[src/rtl/game_fsm.sv]
// game_fsm: Pong match controller. It debounces the start button, runs the
// IDLE/PLAY/PAUSE/OVER state machine, inserts a timed pause after each point,
// detects the winner, and pulses game_reset when a finished match is restarted.
// Ports:
//   clk, reset (async, active-high), tick_1ms (1-cycle ms strobe),
//   btn_start (raw button), p1_score/p2_score (from ball block),
//   game_state (00 IDLE, 01 PLAY, 10 PAUSE, 11 OVER),
//   winner (00 none, 01 p1, 10 p2), game_reset (1-cycle clear request).
// Latency: an accepted press or a score change moves game_state one clk later.
module game_fsm #(
  parameter int DEBOUNCE_MS    = 20,
  parameter int POINT_PAUSE_MS = 1000,
  parameter int WIN_SCORE      = 9
) (
  input  logic       clk,
  input  logic       reset,
  input  logic       tick_1ms,
  input  logic       btn_start,
  input  logic [3:0] p1_score,
  input  logic [3:0] p2_score,
  output logic [1:0] game_state,
  output logic [1:0] winner,
  output logic       game_reset
);

  // Counter widths; each counter tops out at its parameter minus one.
  localparam int DB_W = (DEBOUNCE_MS > 1) ? $clog2(DEBOUNCE_MS) : 1;
  localparam int PT_W = (POINT_PAUSE_MS > 1) ? $clog2(POINT_PAUSE_MS) : 1;
  localparam logic [DB_W-1:0] DB_LAST = DB_W'(DEBOUNCE_MS - 1);
  localparam logic [PT_W-1:0] PT_LAST = PT_W'(POINT_PAUSE_MS - 1);
  localparam logic [3:0]      WIN     = 4'(WIN_SCORE);

  typedef enum logic [1:0] {
    IDLE  = 2'b00,
    PLAY  = 2'b01,
    PAUSE = 2'b10,
    OVER  = 2'b11
  } state_t;

  state_t          state;
  logic            sync_0;
  logic            sync_1;
  logic            stable;
  logic            stable_d;
  logic [DB_W-1:0] db_cnt;
  logic [PT_W-1:0] timer;
  logic [3:0]      p1_prev;
  logic [3:0]      p2_prev;
  logic            press;
  logic            score_evt;

  // Button synchroniser and debouncer. The counter only runs while the
  // synchronised level disagrees with the accepted level, so any bounce back
  // to the accepted level restarts the qualification window.
  always_ff @(posedge clk or posedge reset) begin
    if (reset) begin
      sync_0   <= 1'b0;
      sync_1   <= 1'b0;
      stable   <= 1'b0;
      stable_d <= 1'b0;
      db_cnt   <= '0;
    end else begin
      sync_0   <= btn_start;
      sync_1   <= sync_0;
      stable_d <= stable;
      if (sync_1 == stable) begin
        db_cnt <= '0;
      end else if (tick_1ms) begin
        if (db_cnt == DB_LAST) begin
          stable <= sync_1;
          db_cnt <= '0;
        end else begin
          db_cnt <= db_cnt + DB_W'(1);
        end
      end
    end
  end

  // One pulse per accepted press; releases are ignored.
  assign press = stable & ~stable_d;

  // Any change of either score since the previous cycle marks a point.
  assign score_evt = (p1_score != p1_prev) | (p2_score != p2_prev);

  always_ff @(posedge clk or posedge reset) begin
    if (reset) begin
      state      <= IDLE;
      winner     <= 2'b00;
      game_reset <= 1'b0;
      timer      <= '0;
      p1_prev    <= 4'd0;
      p2_prev    <= 4'd0;
    end else begin
      p1_prev    <= p1_score;
      p2_prev    <= p2_score;
      game_reset <= 1'b0;
      case (state)
        IDLE: begin
          if (press) state <= PLAY;
        end
        PLAY: begin
          // Player 1 wins a simultaneous reach of the winning score.
          if (score_evt) begin
            if (p1_score >= WIN) begin
              state  <= OVER;
              winner <= 2'b01;
            end else if (p2_score >= WIN) begin
              state  <= OVER;
              winner <= 2'b10;
            end else begin
              state <= PAUSE;
              timer <= '0;
            end
          end
        end
        PAUSE: begin
          if (tick_1ms) begin
            if (timer == PT_LAST) begin
              state <= PLAY;
              timer <= '0;
            end else begin
              timer <= timer + PT_W'(1);
            end
          end
        end
        OVER: begin
          if (press) begin
            state      <= IDLE;
            winner     <= 2'b00;
            game_reset <= 1'b1;
          end
        end
        default: state <= IDLE;
      endcase
    end
  end

  assign game_state = state;

endmodule

[config.mk]
export PLATFORM = sky130hd
export DESIGN_NAME = game_fsm
export DESIGN_NICKNAME = d
export VERILOG_FILES = /design/src/rtl/game_fsm.sv
export SDC_FILE = /design/constraint.sdc
export NUM_CORES = 1
export LEC_CHECK = 0
export ABC_AREA = 1
export BUFFER_PORTS_ARGS = -buffer_cell sky130_fd_sc_hd__buf_2
export CAP_MARGIN = 30
export CORE_MARGIN = 2
export CORE_UTILIZATION = 55
export DETAILED_ROUTE_END_ITERATION = 8
export GPL_TIMING_DRIVEN = 1
export MAX_ROUTING_LAYER = met4
export PLACE_DENSITY_LB_ADDON = 0.25
export SETUP_SLACK_MARGIN = 0.1
export SYNTH_ARGS = -nofsm -noshare
export SYNTH_HDL_FRONTEND = slang
export SYNTH_SLANG_ARGS = --single-unit
[constraint.sdc]
create_clock -name clk -period 3.4 [get_ports clk]
set_input_delay 0.34 -clock clk [delete_from_list [all_inputs] [get_ports clk]]
set_output_delay 0.34 -clock clk [all_outputs]
set_load 0.03 [all_outputs]
==> impl_metrics.toml <==
[timing]
finalHoldViolations = 0
finClkSkew_ns = 0.0155
fmax_mhz = 697
worst_pin_slew_ns = 0.404
setup_viol = 0
slew_viol_final = 0
relSlewSlack_pct = 73.1
post-route-min-period_ns = 1.43
grt_setup_unrepaired = "no"
finalSetupTns_ns = 0
fin_crit_sh_pct = 42.2
fin_ws_ns = 1.97

[status]
status = "completed"

[route]
totalWireLength_um = 3250
drt_pre_antenna_iters = 4
drc = 0
avgRoutedWirePerCell_um = 10.0
vias = 1556
ant_nets = 0
via_per_inst = 4.80
drtIter0Drc = 82

[placed_design]
dp_slack_ns = 1.95
io_buffers = 16
place.gp.congestion = 0.880
hpwl_um = 2340

[clocking]
clk_latency_ns = 0.35
cts_tree = "built"
clockRootBuffer = "clkbuf_4"
hold_buffers = 0
numCtsBuffers = 5
cts_setup_buffers = 0
clockBufferDepth = 2
cts_max_level = 2
cts.sinks = 32
clkTransAtPathRegs_ns = 0.11
cts_resized = 0

[hold_path]
hold_path.class = "input pin to async pin"

[yosys]
ys_seq_elements = 32
yosysSeqAreaShare_pct = 43.3
synth_warnings = 0
synth_top_area_cell = "dfrtp_1"
synth_top_cell_area_share_pct = 43.3
synth.avg_cell_area_um2 = 7.28
synth_area_mm2 = 0.00185
synth_nets = 268
synth_cell_types = 25
synthTopCellsByArea = "dfrtp_1 43%, nand2_1 18%, inv_1 6.5%"
netlist_instances = 254

[power_and_ir_drop]
power_density_mw_per_mm2 = 356
p_leak_nw = 1.09
peakVddDrop_v = 0.000247

[final_layout]
insertedDiodeCount = 0
area_delta_synth_final_pct = 11.8
drive_gt1_share_pct = 17.6
nFillCells = 291
layout.nets = 291

[critical_path]
setup.worst_path.class = "register to register"
r2r_start = "timer[0]$_DFFE_PP0P_"
worstPathArrival_ns = 1.72
critPathCaptureType = "register"
cp-start-kind = "register"
cp_max_fo = 4
crit_start = "timer[0]$_DFFE_PP0P_"
required_ns = 3.69

[flow_run]
max_cap_viol_count = 0

[global_routing]
grt_pass1_wl_um = 5190
antenna_found_initial = 0
grt_max_degree = 33
grt_pass1_vias = 1253
track_usage_pct = 19.1
grt.overflow.total = 0

[floorplan]
io-pin-count = 17
die_w_um = 62.0
die_area_mm2 = 0.00384
die_y_um = 62.0
placementRows = 21
coreArea_mm2 = 0.00328
start_util_pct = 56.3
==> metrics by stage <==
stage	hold WS [ns]	utilization [%]	total power [mW]	cells	area, um2
2_1_floorplan	0.331	-	0.432	254	1850
3_3_place_gp	0.332	60.5	0.448	316	1990
3_5_place_dp	0.341	60.5	0.450	316	1990
4_1_cts	0.0632	62.9	0.743	324	2070
5_1_grt	0.0667	62.9	0.774	324	2070
6_report	0.0479	62.9	0.735	324	2070
==> path summary, 6_finish.rpt <==
check                      slack [ns]  cells past startpoint                    end
max in group asynchronous        3.05                      3   timer[8]$_DFFE_PP0P_
setup reg to reg                 1.97                      9   timer[6]$_DFFE_PP0P_
min in group clk                 0.10                      1       sync_0$_DFF_PP0_
hold / removal                   0.05                      3  db_cnt[4]$_DFFE_PP0P_
hold reg to reg                  0.35                      0       sync_1$_DFF_PP0_
setup / recovery                 1.97                      9   timer[6]$_DFFE_PP0P_
==> logic make-up after synthesis <==
family	Yosys count	share of synthesized area (%)
and+or+nand+nor	160	40.0
buffers and inverters	41	8.53
DFF	32	43.3
AOI/OAI and AO/OA	14	4.40
xor gates and xnor gates	5	2.37
adders and majority gates	2	1.35
==> registers in the layout, summed over array words and instances, names as in the netlist <==
name        flops
game_state      2
stable          1
game_reset      1
stable_d        1
sync_0          1
p1_prev         4
sync_1          1
timer          10
winner          2
db_cnt          5
p2_prev         4
==> layout make-up <==
type / instances / area (um2) / share of cell area (%)
Inverter: 40 / 150 / 7.27
Sequential cell: 32 / 801 / 38.8
Clock inverter: 3 / 42.5 / 2.06
Clock buffer: 5 / 37.5 / 1.82
Tap cell: 46 / 57.6 / 2.79
Multi-Input combinational cell: 181 / 890 / 43.1
Timing Repair Buffer: 17 / 87.6 / 4.24
==> cells in the mapped netlist <==
cell type and n:
inv_1 32, buf_4 1, nor2_1 25, nand4_1 8, a21o_1 1, a21oi_1 2
nand3b_1 3, nor2_2 6, nand3_4 1, o21bai_1 1, xnor2_1 2, and3_1 1
nor3_1 1, inv_2 8, nand2_1 87, dfrtp_1 32, nand2_2 2, o22ai_1 2
ha_1 2, a21oi_2 1, nand3_1 20, xor2_1 3, o21ai_0 7, nand2_4 2
nor2_4 4
==> layer usage <==
metal	share of wire (%)	GRT usage (%)	up-vias
li1	-	-	836
met1	48	24.9	679
met2	44	27.7	35
met3	6.7	6.83	6
met4	1.7	6.38	0
met5	0	-	-
==> power by group <==
| group | internal, mW | switching (mW) | leakage, nW |
|---|---|---|---|
| Sequential | 0.388 | 0.00493 | 0.423 |
| Clock | 0.153 | 0.141 | 0.0412 |
| Combinational | 0.0161 | 0.0320 | 0.629 |
==> worst max-delay path, stage by stage (launching register included) <==
cell and delay [ns]:
dfrtp_1 0.39, ha_1 0.19, nand2_1 0.11, nor2_2 0.17
nand2_1 0.09, o21bai_1 0.13, nand3_1 0.08, nor2_1 0.10
nand2_1 0.06, nand2_1 0.06
==> cells in the final DEF, fill, tap and decap left out, drive strengths merged, types with 2 or more instances in the layout <==
master and count:
nand2 91, inv 40, nor2 35, dfrtp 32, nand3 21, buf 17, nand4 8, o21ai 7
clkbuf 5, xor2 3, nand3b 3, a21oi 3, xnor2 2, o22ai 2, ha 2
(Power assumes the default switching activity.)
